--- src/rtl/rast_pkg.sv ---
// Shared rasterizer definitions: walk FSM states and the subsample-grid helpers.
package rast_pkg;

    typedef enum logic [0:0] {
        ST_WAIT = 1'b0,
        ST_TEST = 1'b1
    } state_t;

    // One-hot MSAA select to grid pitch; [3] is the full pixel, each lower bit halves it.
    function automatic int step_lookup(input logic [3:0] sub_sample, input int radix);
        int unit;
        unit = 1 << radix;
        case (sub_sample)
            4'b1000: return unit;
            4'b0100: return unit >>> 1;
            4'b0010: return unit >>> 2;
            4'b0001: return unit >>> 3;
            default: return unit;
        endcase
    endfunction

    function automatic int lane_offset(input int lane, input int step);
        return lane * step;
    endfunction

endpackage

--- src/rtl/sample_lane_gen.sv ---
// Combinational lane expansion: SAMPS horizontally adjacent samples from the walk cursor.
module sample_lane_gen
    import rast_pkg::*;
#(
    parameter int SIGFIG = 24,
    parameter int SAMPS  = 4
) (
    input  logic signed [SIGFIG:0]   i_cur_x,
    input  logic signed [SIGFIG-1:0] i_cur_y,
    input  logic signed [SIGFIG:0]   i_ur_x,
    input  logic signed [SIGFIG:0]   i_step,
    output logic signed [SIGFIG-1:0] o_lane_x [SAMPS],
    output logic signed [SIGFIG-1:0] o_lane_y,
    output logic [SAMPS-1:0]         o_lane_vld
);

    logic signed [SIGFIG:0] w_x [SAMPS];

    // The extra top bit keeps the in-box compare honest for lanes past the coordinate range.
    always_comb begin
        for (int k = 0; k < SAMPS; k++) begin
            w_x[k]        = i_cur_x + (SIGFIG+1)'(lane_offset(k, int'(i_step)));
            o_lane_x[k]   = $signed(w_x[k][SIGFIG-1:0]);
            o_lane_vld[k] = (w_x[k] <= i_ur_x);
        end
        o_lane_y = i_cur_y;
    end

endmodule

--- src/rtl/sample_iter_multi.sv ---
// Bounding-box walker: accepts one triangle, then emits SAMPS samples per cycle in row-major order.
module sample_iter_multi
    import rast_pkg::*;
#(
    parameter int SIGFIG = 24,
    parameter int RADIX  = 10,
    parameter int VERTS  = 3,
    parameter int AXIS   = 3,
    parameter int COLORS = 3,
    parameter int SAMPS  = 4
) (
    input  logic                     clk,
    input  logic                     rst,
    input  logic signed [SIGFIG-1:0] tri_R13S [VERTS][AXIS],
    input  logic [SIGFIG-1:0]        color_R13U [COLORS],
    input  logic signed [SIGFIG-1:0] box_R13S [2][2],
    input  logic                     validTri_R13H,
    input  logic [3:0]               subSample_RnnnnU,
    output logic                     halt_RnnnnL,
    output logic signed [SIGFIG-1:0] tri_R14S [VERTS][AXIS],
    output logic [SIGFIG-1:0]        color_R14U [COLORS],
    output logic signed [SIGFIG-1:0] sample_R14S [2][SAMPS],
    output logic [SAMPS-1:0]         validSamp_R14H
);

    localparam int CW = SIGFIG + 1;

    state_t                  r_state;
    logic signed [CW-1:0]    r_cur_x;
    logic signed [CW-1:0]    r_cur_y;
    logic signed [CW-1:0]    r_ll_x;
    logic signed [CW-1:0]    r_ur_x;
    logic signed [CW-1:0]    r_ur_y;
    logic signed [SIGFIG-1:0] r_tri [VERTS][AXIS];
    logic [SIGFIG-1:0]       r_color [COLORS];
    logic signed [SIGFIG-1:0] r_sample [2][SAMPS];
    logic [SAMPS-1:0]        r_vld;

    logic signed [CW-1:0]    w_step;
    logic signed [CW-1:0]    w_stride;
    logic signed [CW-1:0]    w_next_x;
    logic signed [CW-1:0]    w_next_y;
    logic signed [CW-1:0]    w_box_ll_x;
    logic signed [CW-1:0]    w_box_ll_y;
    logic signed [CW-1:0]    w_box_ur_x;
    logic signed [CW-1:0]    w_box_ur_y;
    logic                    w_adv_x;
    logic                    w_adv_y;
    logic signed [SIGFIG-1:0] w_lane_x [SAMPS];
    logic signed [SIGFIG-1:0] w_lane_y;
    logic [SAMPS-1:0]        w_lane_vld;

    assign w_step     = CW'(step_lookup(subSample_RnnnnU, RADIX));
    assign w_stride   = CW'(lane_offset(SAMPS, step_lookup(subSample_RnnnnU, RADIX)));
    assign w_next_x   = r_cur_x + w_stride;
    assign w_next_y   = r_cur_y + w_step;
    assign w_adv_x    = (w_next_x <= r_ur_x);
    assign w_adv_y    = (w_next_y <= r_ur_y);
    assign w_box_ll_x = {box_R13S[0][0][SIGFIG-1], box_R13S[0][0]};
    assign w_box_ll_y = {box_R13S[0][1][SIGFIG-1], box_R13S[0][1]};
    assign w_box_ur_x = {box_R13S[1][0][SIGFIG-1], box_R13S[1][0]};
    assign w_box_ur_y = {box_R13S[1][1][SIGFIG-1], box_R13S[1][1]};

    sample_lane_gen #(
        .SIGFIG (SIGFIG),
        .SAMPS  (SAMPS)
    ) u_lane_gen (
        .i_cur_x    (r_cur_x),
        .i_cur_y    (r_cur_y[SIGFIG-1:0]),
        .i_ur_x     (r_ur_x),
        .i_step     (w_step),
        .o_lane_x   (w_lane_x),
        .o_lane_y   (w_lane_y),
        .o_lane_vld (w_lane_vld)
    );

    // Walk cursor and box limits only matter inside a walk, so they carry no reset.
    always_ff @(posedge clk) begin
        if (r_state == ST_WAIT) begin
            if (validTri_R13H) begin
                r_ll_x  <= w_box_ll_x;
                r_ur_x  <= w_box_ur_x;
                r_ur_y  <= w_box_ur_y;
                r_cur_x <= w_box_ll_x;
                r_cur_y <= w_box_ll_y;
            end
        end else if (w_adv_x) begin
            r_cur_x <= w_next_x;
        end else if (w_adv_y) begin
            r_cur_x <= r_ll_x;
            r_cur_y <= w_next_y;
        end
    end

    always_ff @(posedge clk) begin
        if (!rst) begin
            r_state <= ST_WAIT;
            r_vld   <= '0;
            for (int v = 0; v < VERTS; v++)
                for (int a = 0; a < AXIS; a++)
                    r_tri[v][a] <= '0;
            for (int c = 0; c < COLORS; c++)
                r_color[c] <= '0;
            for (int k = 0; k < SAMPS; k++) begin
                r_sample[0][k] <= '0;
                r_sample[1][k] <= '0;
            end
        end else begin
            case (r_state)
                ST_WAIT: begin
                    r_vld <= '0;
                    if (validTri_R13H) begin
                        r_tri   <= tri_R13S;
                        r_color <= color_R13U;
                        r_state <= ST_TEST;
                    end
                end
                ST_TEST: begin
                    r_vld <= w_lane_vld;
                    for (int k = 0; k < SAMPS; k++) begin
                        r_sample[0][k] <= w_lane_x[k];
                        r_sample[1][k] <= w_lane_y;
                    end
                    if (!w_adv_x && !w_adv_y)
                        r_state <= ST_WAIT;
                end
                default: r_state <= ST_WAIT;
            endcase
        end
    end

    assign halt_RnnnnL    = (r_state == ST_WAIT);
    assign tri_R14S       = r_tri;
    assign color_R14U     = r_color;
    assign sample_R14S    = r_sample;
    assign validSamp_R14H = r_vld;

    assert property (@(posedge clk) disable iff (!rst) $onehot(subSample_RnnnnU))
        else $error("sample_iter_multi: subSample_RnnnnU is not one-hot");

endmodule
--- config.mk ---
export PLATFORM = sky130hd
export DESIGN_NAME = sample_iter_multi
export DESIGN_NICKNAME = d
export VERILOG_FILES = /design/src/rtl/rast_pkg.sv /design/src/rtl/sample_lane_gen.sv /design/src/rtl/sample_iter_multi.sv
export SDC_FILE = /design/constraint.sdc
export NUM_CORES = 1
export LEC_CHECK = 0
export CORE_ASPECT_RATIO = 0.6
export CORE_MARGIN = 8
export CORE_UTILIZATION = 30
export DETAILED_ROUTE_END_ITERATION = 8
export PLACE_DENSITY_LB_ADDON = 0.05
export SLEW_MARGIN = 10
export SYNTH_ARGS = -nofsm -noshare
export SYNTH_HDL_FRONTEND = slang
export SYNTH_HIERARCHICAL = 1
export SYNTH_SLANG_ARGS = --single-unit
--- constraint.sdc ---
create_clock -name clk -period 8.9 [get_ports clk]
set_clock_uncertainty 0.05 [all_clocks]
set_input_delay 2.67 -clock clk [delete_from_list [all_inputs] [get_ports clk]]
set_output_delay 2.67 -clock clk [all_outputs]
set_load 0.005 [all_outputs]
Word level (Yosys, flattened, before mapping)

Cells that the tools add are included.
Widths: inputs -> output; s select.

Input bits: 391
Logic and storage cells: 63
Register bits: 535

Bitwise operators: 1
Reductions and logical operators: 7
$mul: 1
Add/subtract/negate cells: 5
Eq/ne operators: 6
Order comparisons: 6
Muxes and demuxes: 13

Operators by type and width:

| kind                  | number |
|---|---|
| $mux 25               | 8 |
| $le 25x24->1          | 6 |
| $add 25x25->25        | 3 |
| $pmux 11 s3           | 1 |
| $add 25x12->25        | 1 |
| $add 25x13->25        | 1 |
| $mul 2x11->13 const A | 1 |
| $pmux 4 s2            | 1 |
| $eq 4x1->1 const B    | 1 |
| $eq 4x2->1 const B    | 1 |
| $eq 4x3->1 const B    | 1 |
| $reduce_and 2->1      | 2 |
| $ne 3x1->1 const B    | 1 |
| $reduce_and 3->1      | 1 |
| $logic_not 1->1       | 2 |
| $mux 1                | 2 |
| $ne 2x1->1 const B    | 1 |
| $ne 2x2->1 const B    | 1 |
| $pmux 1 s2            | 1 |
| $reduce_bool 2->1     | 1 |
| $logic_and 1x1->1     | 1 |
| $not 1->1             | 1 |

Longest topological paths before layout

Gate-level depths: netlist (run 1).

Depth after elaboration: 8
Gate-level depth with buffers: 24

By module

The synthesis (run 1) kept the hierarchy.

By module, submodules not included:

| module            | area each (um2) | instances | sequential area each (um2) | cells each |
|---|---|---|---|---|
| sample_iter_multi | 21067.7         | 1         | 11931.4                    | 2234 |
| sample_lane_gen   | 6979.2          | 1         | 0.0                        | 907 |

Worst setup path after synthesis (run 1)

OpenSTA, ideal clock, no wires.

Path type: input port to flip-flop
Start point: in subSample_RnnnnU[0]
End point: reg r_cur_y[10], enable pin
Path buffers: 0
Data required time: 8.434 ns
Setup time: 0.416 ns
Stages: 13
Setup slack: 0.606 ns
Arrival: 7.828 ns
Cell sequence: nor4b_1 -> nor3_1 -> ha_1 -> a21oi_1 -> nor2_1 -> xor2_1 -> ha_1 -> nand4_1 -> or2_1 -> o32a_1 -> o2111ai_1 -> a21oi_1 -> nor3_1

Cells in the longest elaborated chain, start to end: 6
Elaborated cells on any way between the ends: 11
Those cells by class: 2 x add/sub; 2 x order compare; 5 x eq/ne; 1 x mux; 1 x reduce/logical

Ends and longest elaborated chain:

| element                                            | line                                             | source |
|---|---|---|
| start, declared                                    | sample_iter_multi.sv:18                          | `input logic [3:0] subSample_RnnnnU,` |
| $eq 4x1->1, or another cell as far along           | rast_pkg.sv:13                                   | `case (sub_sample)` |
| $pmux 11 s3 *                                      | rast_pkg.sv:13                                   |  |
| via w_step[10]                                     | sample_iter_multi.sv:39                          | `logic signed [CW-1:0] w_step;` |
| $add 25x25->25 (on tied branches)                  | sample_iter_multi.sv:56, sample_iter_multi.sv:55 |  |
| $le 25x24->1 (on tied branches)                    | sample_iter_multi.sv:58, sample_iter_multi.sv:57 |  |
| $ne 2x1->1 (no line) or $ne 2x2->1 (tied branches) | n/a                                              |  |
| $reduce_and 3->1 (no line) *                       | n/a                                              |  |
| end signal, assigned                               | sample_iter_multi.sv:85                          | `r_cur_y <= w_box_ll_y;` |
| end signal, assigned                               | sample_iter_multi.sv:91                          | `r_cur_y <= w_next_y;` |
| end, declared                                      | sample_iter_multi.sv:30                          | `logic signed [CW-1:0] r_cur_y;` |

The timed path passes the listed nets; every way through them passes the cells marked *.
A chain may end at the register's enable or synchronous reset.

==> results of run 1 <==
sequential cells by signal (all words and copies together), names as in the netlist:
name and cells:
r_state 1, r_cur_x 25, r_ll_x 24, r_cur_y 25
validSamp_R14H 4, r_ur_y 24, color_R14U 72, r_ur_x 24
sample_R14S 120, tri_R14S 216
kinds of logic (layout without fill, tap and decap cells):
| kind of cell | count (synthesis) | in the layout | share of synthesized area |
|---|---|---|---|
| compound gates | 639 | 639 | 0.136 |
| fa+ha+maj | 277 | 277 | 0.131 |
| simple gates | 1007 | 1007 | 0.152 |
| xor+xnor | 91 | 91 | 0.0284 |
| flops | 535 | 535 | 0.425 |
| other cells | 1 | 105 | 0.000134 |
| mux | 134 | 134 | 0.0484 |
| buf+inv | 457 | 1207 | 0.0792 |
final cells by class:
class,instances,area (µm²)
inverters,197,754
clock buffers,83,1680
flip-flops and latches,535,11900
repair buffers,902,8990
clock inverters,25,300
well taps,1246,1560
diodes,24,60.1
multi-input cells,2229,14200
fillers,9300,53800
metrics by stage:
stage,cells,util,instance area [µm²],power [mW]
2_1_floorplan,3221,-,28300,7.84
3_3_place_gp,5109,0.402,37500,10.4
3_5_place_dp,5109,0.402,37500,10.4
4_1_cts,5217,0.423,39400,13.0
5_1_grt,5235,0.423,39500,14.0
6_report,5241,0.423,39500,13.0
power groups by stage:
stage / Clock [mW] / Combinational, mW / Sequential [mW]
final: 2.55 / 6.69 / 3.74
after global routing: 2.74 / 7.41 / 3.82
after CTS: 2.65 / 6.65 / 3.75
after detailed placement: 0 / 6.61 / 3.79
after global placement: 0 / 6.63 / 3.79
after floorplan: 0 / 4.26 / 3.58
cell usage after synthesis, types with 5 or more instances:
cell,number,share of area
nand2_1,627,0.084
and3_1,19,0.0042
buf_2,23,0.0041
buf_1,13,0.0017
nor2_1,188,0.025
o2bb2ai_1,6,0.0019
a211oi_1,13,0.0035
nor4b_1,5,0.0016
o211ai_1,8,0.0021
xor2_1,43,0.013
dfxtp_1,413,0.29
fa_1,27,0.019
nor3_1,32,0.0057
nor3b_1,8,0.0021
o31ai_1,9,0.0024
a31oi_1,11,0.0025
buf_4,123,0.033
nand3_1,22,0.0039
a22o_1,9,0.0028
a211o_1,5,0.0016
ha_1,250,0.11
inv_1,196,0.026
nand4_1,39,0.0087
edfxtp_1,122,0.13
o21a_1,12,0.0032
xnor2_1,48,0.015
o21ai_0,52,0.0093
or3_1,5,0.0011
mux2i_1,120,0.043
a21boi_0,5,0.0013
a21oi_1,390,0.070
mux2_2,14,0.0056
a21o_1,71,0.019
nor2b_1,27,0.0060
clkbuf_1,99,0.013
nand2b_1,12,0.0027
how the worst max path moves through the flow:
stage / from / to / slack, ns / cells after the start
floorplan: subSample_RnnnnU[0] / r_cur_y[10] / 0.61 / 13
global placement: subSample_RnnnnU[1] / validSamp_R14H[3] / 0.86 / 22
detailed placement: subSample_RnnnnU[0] / validSamp_R14H[3] / 0.78 / 19
CTS: subSample_RnnnnU[0] / validSamp_R14H[3] / 1.46 / 19
global route: subSample_RnnnnU[0] / validSamp_R14H[3] / 1.09 / 22
finish: subSample_RnnnnU[0] / validSamp_R14H[3] / 1.45 / 22
critical path, cell delays in order:
cell and delay (ns):
clkdlybuf4s50_1 0.54, nor4b_2 0.21, buf_4 0.26, nor3_1 0.09, buf_4 0.21, ha_1 0.29
inv_1 0.05, fa_1 0.50, inv_1 0.04, ha_1 0.36, nand2_1 0.07, a211oi_1 0.32
o21ai_0 0.21, a21oi_1 0.25, o311ai_0 0.22, ha_1 0.36, nand4_1 0.11, nor2_1 0.17
nand4_1 0.14, or4_1 0.52, a31oi_1 0.18, and3_1 0.17
layer usage:
| layer | up-vias | track usage | share of wire |
|---|---|---|---|
| met4 | 14 | 0.0878 | 0.034 |
| met2 | 620 | 0.362 | 0.47 |
| li1 | 12111 | - | - |
| met3 | 144 | 0.0651 | 0.070 |
| met5 | - | 0 | 0.00066 |
| met1 | 11599 | 0.276 | 0.42 |
cell usage in the layout, fill, tap and decap left out, types with 6 or more instances in the layout:
master and count:
nand3_1 22, conb_1 81, o21a_1 12, a211oi_1 13, dfxtp_1 412, nor3b_1 8, clkinv_2 13, fa_1 27
ha_1 250, nand4_1 39, nor2_1 188, mux2_2 14, edfxtp_1 122, xnor2_1 48, xor2_1 43, a31oi_1 11
inv_1 194, o21ai_0 51, o2bb2ai_1 6, buf_4 25, a21o_1 71, nand2_1 626, o31ai_1 9, a21oi_1 390
clkbuf_8 11, clkbuf_16 59, o211ai_1 8, and3_1 19, clkdlybuf4s50_1 875, mux2i_1 120, a22o_1 9, nand2b_1 12
clkbuf_1 13, nor2b_1 27, nor3_1 31, diode_2 24
==> results.toml, run 1 <==
[power]
p_int_mw = 7.63
comb_power_share = 0.515
seqPwrFrac = 0.288
clock_power_share = 0.197
p_leak_nw = 16.2
p_sw_mw = 5.35
power.density_nw_per_um2 = 329
peakVddDrop_v = 0.000151
p_sw_frac = 0.412

[sta]
hold_ws_ns = 0.401
tightestPinTransition_ns = 1.07
slew_headroom = 0.289
min_period_ns = 7.45
drv_slew = 0
fmax_mhz = 134
hold_violations = 0
fin_crit_sh = 0.837
layout_setup_ws_ns = 1.45
setup_viol = 0
rsz0062_at_grt = "false"
tns_ns = 0

[flow_run]
drv_cap = 0

[global_route]
overflow = 0
antenna_found_initial = 29
grt_pass1_vias = 23622
grt_pass1_wl_um = 169000
grt_max_degree = 160
grt_usage = 0.222

[routing]
drt_iter0_markers = 1710
vias_per_cell = 4.67
drc = 0
via_count = 24488
drt_first_pass_iters = 5
ant_nets = 0
post_drt_wl_per_cell_um = 23.4
drt_wl_total_um = 123000

[synth]
syn_avg_cell_area_um2 = 8.93
synthCells = 3141
ys.flop_type = "dfxtp_1"
ys_seq_elements = 535
yosys_warnings = 6
yosysUniqueCellTypes = 81
netlist_area_um2 = 28000
synth_edf_count = 122
yosysSeqAreaShare = 0.425
synthArstFlopShare = 0

[clock_tree]
cts_sinks = 535
post-cts-setup-buffers = 0
cts-hold-fix-buffers = 0
clockRootBuffer = "clkbuf_16"
clockBufferDepth = 3
htreeDepth = 2
clock_latency_ns = 0.65
cts_tree = "built"
numCtsBuffers = 57
clk_pin_slew_worst_paths_ns = 0.06
cts_resized = 0

[setup_path]
required_ns = 9.41
end_kind = "flip-flop"
worstPathArrival_ns = 7.96
path_max_fanout = 7
regToRegSetupSlack_ns = 4.01
path_class = "primary input to flip-flop"
timing.rr.start = "r_cur_x[9]"
reg2reg_to = "r_cur_y[7]"
ff2ff_path_depth = 15
start_kind = "primary input"

[die]
die_y_um = 253
row_count = 87
die_w_um = 411
core_um2 = 93300
io-pin-count = 876
die_area_um2 = 104000
initial_core_util = 0.301

[min_path]
min_to = "tri_R14S[99]"
min_path_type = "flip-flop to flip-flop"
hold_depth = 2
holdCritStartpoint = "tri_R14S[99]"

[placement]
place.port_buffers = 875
place_congestion = 0.930
dp_hpwl_um = 97300
dp_slack_ns = 0.783

[cells_and_area]
syn2layout_area_growth_pct = 40.8
nets = 4590
drive_gt1_frac = 0.0421

[run_status]
status = "completed"
Power figures use the tool's default switching activity.
==> run 2, diff against run 1 <==
==> constraint.sdc (replaced) <==
create_clock -name clk -period 6.7 [get_ports clk]
set_clock_uncertainty 0.05 [all_clocks]
set_input_delay 2.01 -clock clk [delete_from_list [all_inputs] [get_ports clk]]
set_output_delay 2.01 -clock clk [all_outputs]
set_load 0.005 [all_outputs]
==> results.toml, run 2 (synthesized netlist as in run 1, its figures left out) <==
[clock_tree]
clockBufferDepth = 3
post-cts-setup-buffers = 0
clk_pin_slew_worst_paths_ns = 0.07
clockRootBuffer = "clkbuf_16"
numCtsBuffers = 58
htreeDepth = 2
clock_latency_ns = 0.64
cts-hold-fix-buffers = 0
cts_sinks = 535
cts_tree = "built"

[cells_and_area]
final_common_cell = "clkdlybuf4s50_1"
largest_reg_flops = 216
postLayoutCoreUtil = 0.438
syn2layout_area_growth_pct = 45.8
drive_gt1_frac = 0.0779
nets = 4752
final_cell_mix = "clkdlybuf4s50_1 (871), nand2_1 (626), dfxtp_1 (412)"

[sta]
rsz0062_at_grt = "false"
fmax_mhz = 158
fin_crit_sh = 0.944
hold_ws_ns = 0.402
min_period_ns = 6.32
tightestPinTransition_ns = 1.04
hold_violations = 0
slew_headroom = 0.310
layout_setup_ws_ns = 0.376
drv_slew = 0
setup_viol = 0

[routing]
drc = 0
via_count = 24857
post_drt_wl_per_cell_um = 22.6
ant_nets = 0
drt_iter0_markers = 1496
vias_per_cell = 4.61
drt_first_pass_iters = 5
drt_wl_total_um = 122000

[min_path]
min_path_type = "flip-flop to flip-flop"

[placement]
place.port_buffers = 875
dp_hpwl_um = 97800
dp_slack_ns = -0.739
place_congestion = 0.900

[die]
row_count = 87
core_um2 = 93300
io-pin-count = 876
die_w_um = 411
die_y_um = 253
die_area_um2 = 104000
initial_core_util = 0.301

[setup_path]
cp_slowest_stage_delay_ns = 0.54
end_kind = "flip-flop"
critPathTopFamily = "simple AND/OR/NAND/NOR gates"
required_ns = 7.23
path_buf_inv = 6
worst_path_max_delay_cell = "or4_1"
start_kind = "primary input"
path_class = "primary input to flip-flop"
path_max_fanout = 3
worstPathArrival_ns = 6.85
crit_top_cell = "a21o_1"

[global_route]
overflow = 0
grt_pass1_wl_um = 170000
grt_usage = 0.221
grt_pass1_vias = 24018
grt_max_degree = 174
antenna_found_initial = 32

[run_status]
status = "completed"

[power]
power.density_nw_per_um2 = 452
p_leak_nw = 17.1
peakVddDrop_v = 0.000301

[flow_run]
drv_cap = 0
run 2: cell count changes in the layout (fill, tap and decap cells not counted), sizes merged:
cell,previous run,this run
clkdlybuf4s50,875,871
clkbuf,83,89
clkinv,15,11
diode,24,17
clkinvlp,2,1
dlymetal6s2s,0,4
buf,27,188
inv,200,198
run 2: worst reg2reg max path: stages (launching register included):
cell and delay (ns):
edfxtp_1 0.60, inv_1 0.13, fa_1 0.48, inv_1 0.08, ha_1 0.24, a21o_1 0.16
a21o_1 0.19, a21o_1 0.21, a21oi_2 0.17, o21ai_2 0.10, a21o_1 0.19, a21oi_1 0.17
xnor2_1 0.12, ha_1 0.31, nand4_1 0.11, nor2_1 0.14, nand4_1 0.13, or4_1 0.54
a31oi_1 0.17, and3_1 0.16
run 2: final timing paths:
path                                          start           endpoint  slack [ns]  cells after the start
worst min-delay path                   tri_R14S[89]       tri_R14S[89]        0.40                      2
worst min register to register         tri_R14S[89]       tri_R14S[89]        0.40                      2
worst max-delay path            subSample_RnnnnU[2]  validSamp_R14H[3]        0.38                     26
worst max register to register          r_cur_x[12]  validSamp_R14H[3]        2.17                     19
run 2: what timing repair did:
action | in CTS | in global routing
pin swaps | 0 | 1
gates cloned | 0 | 0
setup endpoints to repair | 1 | 2
gates resized for setup | 2 | 7
run 2: area by class of cell:
cell class	instances	area [µm²]
fillers	9260	52400
multi-input cells	2229	14300
flip-flops and latches	535	11900
repair buffers	1063	10400
clock buffers	89	1730
well taps	1246	1560
inverters	197	754
clock inverters	18	258
diodes	17	42.5
run 2: report_power, final:
group	switching, mW	internal, mW
clock network	1.45	1.97
logic	5.24	5.00
registers	0.642	4.17
total	7.33	11.1
run 2: metrics by stage:
stage | TNS (ns) | cells | cell area [µm²] | total power [mW]
2_1_floorplan | 0 | 3221 | 28400 | 10.4
5_1_grt | 0 | 5393 | 40900 | 19.9
3_3_place_gp | -6.15 | 5270 | 38800 | 15.1
3_5_place_dp | -10.12 | 5270 | 38800 | 15.0
6_report | 0 | 5394 | 40900 | 18.5
4_1_cts | 0 | 5377 | 40800 | 18.6
run 2: per-layer routing:
metal  routed length, µm  GRT usage  vias up
li1                    -          -    12403
met1               52400      0.284    11650
met2               56800      0.354      625
met3                8980     0.0666      157
met4                3780     0.0751       22
met5                 146          0        -
==> run 3, diff against run 2 <==
--- a/config.mk
+++ b/config.mk
@@ -10,6 +10,8 @@
 export CORE_UTILIZATION = 30
 export DETAILED_ROUTE_END_ITERATION = 8
 export PLACE_DENSITY_LB_ADDON = 0.05
+export REMOVE_ABC_BUFFERS = 1
+export SETUP_SLACK_MARGIN = 0.3
 export SLEW_MARGIN = 10
 export SYNTH_ARGS = -nofsm -noshare
 export SYNTH_HDL_FRONTEND = slang
==> results.toml, run 3 (synthesized netlist as in run 1, its figures left out) <==
[die]
die_w_um = 411
io-pin-count = 876
die_area_um2 = 104000
core_um2 = 93300
row_count = 87
initial_core_util = 0.301
die_y_um = 253

[routing]
post_drt_wl_per_cell_um = 23.4
vias_per_cell = 4.65
drt_wl_total_um = 126000
drt_iter0_markers = 1652
drc = 0
via_count = 24968
ant_nets = 0
drt_first_pass_iters = 5

[sta]
fmax_mhz = 164
tns_ns = 0
drv_slew = 0
slew_headroom = 0.291
tightestPinTransition_ns = 1.06
rsz0062_at_grt = "false"
hold_violations = 0
setup_viol = 0
min_period_ns = 6.08
layout_setup_ws_ns = 0.616
fin_crit_sh = 0.908

[setup_path]
start_kind = "primary input"
required_ns = 7.22
path_class = "primary input to flip-flop"
worstPathArrival_ns = 6.61
end_kind = "flip-flop"
regToRegSetupSlack_ns = 2.17
path_max_fanout = 5

[global_route]
grtUsageMet1 = 0.309
grt_max_degree = 109
grt_pass1_vias = 24302
groute.layer.met3.usage = 0.0647
grt_usage = 0.229
top_usage_layer = "met2"
grt_util_met2 = 0.373
antenna_found_initial = 42
grt_pass1_wl_um = 176000
overflow = 0

[flow_run]
drv_cap = 0

[clock_tree]
clock_latency_ns = 0.65
cts-hold-fix-buffers = 0
htreeDepth = 2
clk_pin_slew_worst_paths_ns = 0.06
clockBufferDepth = 3
cts_tree = "built"
cts_sinks = 535
numCtsBuffers = 57
clockRootBuffer = "clkbuf_16"

[power]
p_leak_nw = 16.9
comb_power_share = 0.546
peakVddDrop_v = 0.000207
p_int_mw = 10.9
p_sw_frac = 0.398
power.density_nw_per_um2 = 447
seqPwrFrac = 0.272
p_sw_mw = 7.24
clock_power_share = 0.182

[min_path]
min_path_type = "flip-flop to flip-flop"

[cells_and_area]
seq_area_um2 = 11900
final_cell_mix = "clkdlybuf4s50_1 (871), nand2_1 (626), dfxtp_1 (412)"
final_common_cell = "clkdlybuf4s50_1"
n_fill_cell = 9287
multi_input_area_um2 = 14300
syn2layout_area_growth_pct = 45.1
nets = 4731
drive_gt1_frac = 0.0774
largest_reg_flops = 216

[placement]
dp_hpwl_um = 101000
place_congestion = 0.860
dp_slack_ns = -0.955
place.port_buffers = 875

[run_status]
status = "completed"
[run 3: changes by cell type in the layout (fill, tap and decap cells not counted), sizes merged]
cell	previous run	this run
buf	188	168
clkbuf	89	101
bufinv	5	0
dlymetal6s2s	4	0
clkinv	11	8
diode	17	19
clkinvlp	1	0
inv	198	197
[run 3: worst paths after layout]
| check | startpoint | end | cells after the start |
|---|---|---|---|
| setup / recovery | subSample_RnnnnU[0] | validSamp_R14H[3] | 25 |
| hold / removal | tri_R14S[155] | tri_R14S[155] | 2 |
| setup reg to reg | r_cur_x[12] | validSamp_R14H[3] | 19 |
| hold reg to reg | tri_R14S[155] | tri_R14S[155] | 2 |
[run 3: per-stage QoR]
step           total power, mW  hold WS [ns]  instances   util  cell area (µm²)
4_1_cts                   18.2         0.404       5353  0.435            40600
2_1_floorplan             10.2         0.403       2961      -            26900
3_5_place_dp              14.8         0.396       5245  0.414            38600
3_3_place_gp              14.8         0.392       5245  0.414            38600
6_report                  18.2         0.403       5374  0.436            40700
5_1_grt                   19.6         0.417       5359  0.436            40700
[run 3: repair_timing]
| action | CTS | global route |
|---|---|---|
| pin swaps | 1 | 5 |
| setup buffers | 3 | 2 |
| endpoints found under the setup margin | 2 | 1 |
| gates resized for setup | 10 | 20 |
| cloned | 0 | 0 |
[run 3: layer usage]
metal	up-vias	part of all wire	routed length, µm
li1	12396	-	-
met1	11777	0.45	56300
met2	623	0.46	57900
met3	140	0.075	9430
met4	32	0.015	1870
met5	-	0.0017	211
[run 3: worst max-delay path, cell delays in order]
cell and delay (ns):
clkbuf_2 0.14, nor4b_4 0.15, buf_12 0.15, nor3_4 0.20, buf_4 0.18, ha_1 0.13, inv_1 0.05, fa_1 0.49
inv_1 0.04, ha_1 0.19, a21o_1 0.17, a21o_1 0.17, a21o_1 0.20, a21o_1 0.19, nor2_1 0.15, a21oi_2 0.09
o311ai_0 0.33, buf_4 0.18, ha_1 0.14, nand4_1 0.13, nor2_1 0.13, nand4_1 0.10, or4_1 0.54, a31oi_1 0.17
and3_1 0.16
[run 3: layout make-up]
type | instances | share of cell area
clock inverter | 8 | 0.00240
antenna | 19 | 0.00117
clock buffer | 97 | 0.0456
timing repair buffer | 1043 | 0.249
tap | 1246 | 0.0383
multi-input combinational | 2229 | 0.352
sequential | 535 | 0.293
inverter | 197 | 0.0185
[run 3: power by group through the flow]
stage,logic [mW],clock network [mW],registers [mW]
2_1_floorplan,5.28,0,4.91
3_3_place_gp,9.83,0,5.00
3_5_place_dp,9.79,0,5.01
4_1_cts,9.85,3.43,4.95
5_1_grt,11.0,3.55,5.05
6_report,9.92,3.32,4.94
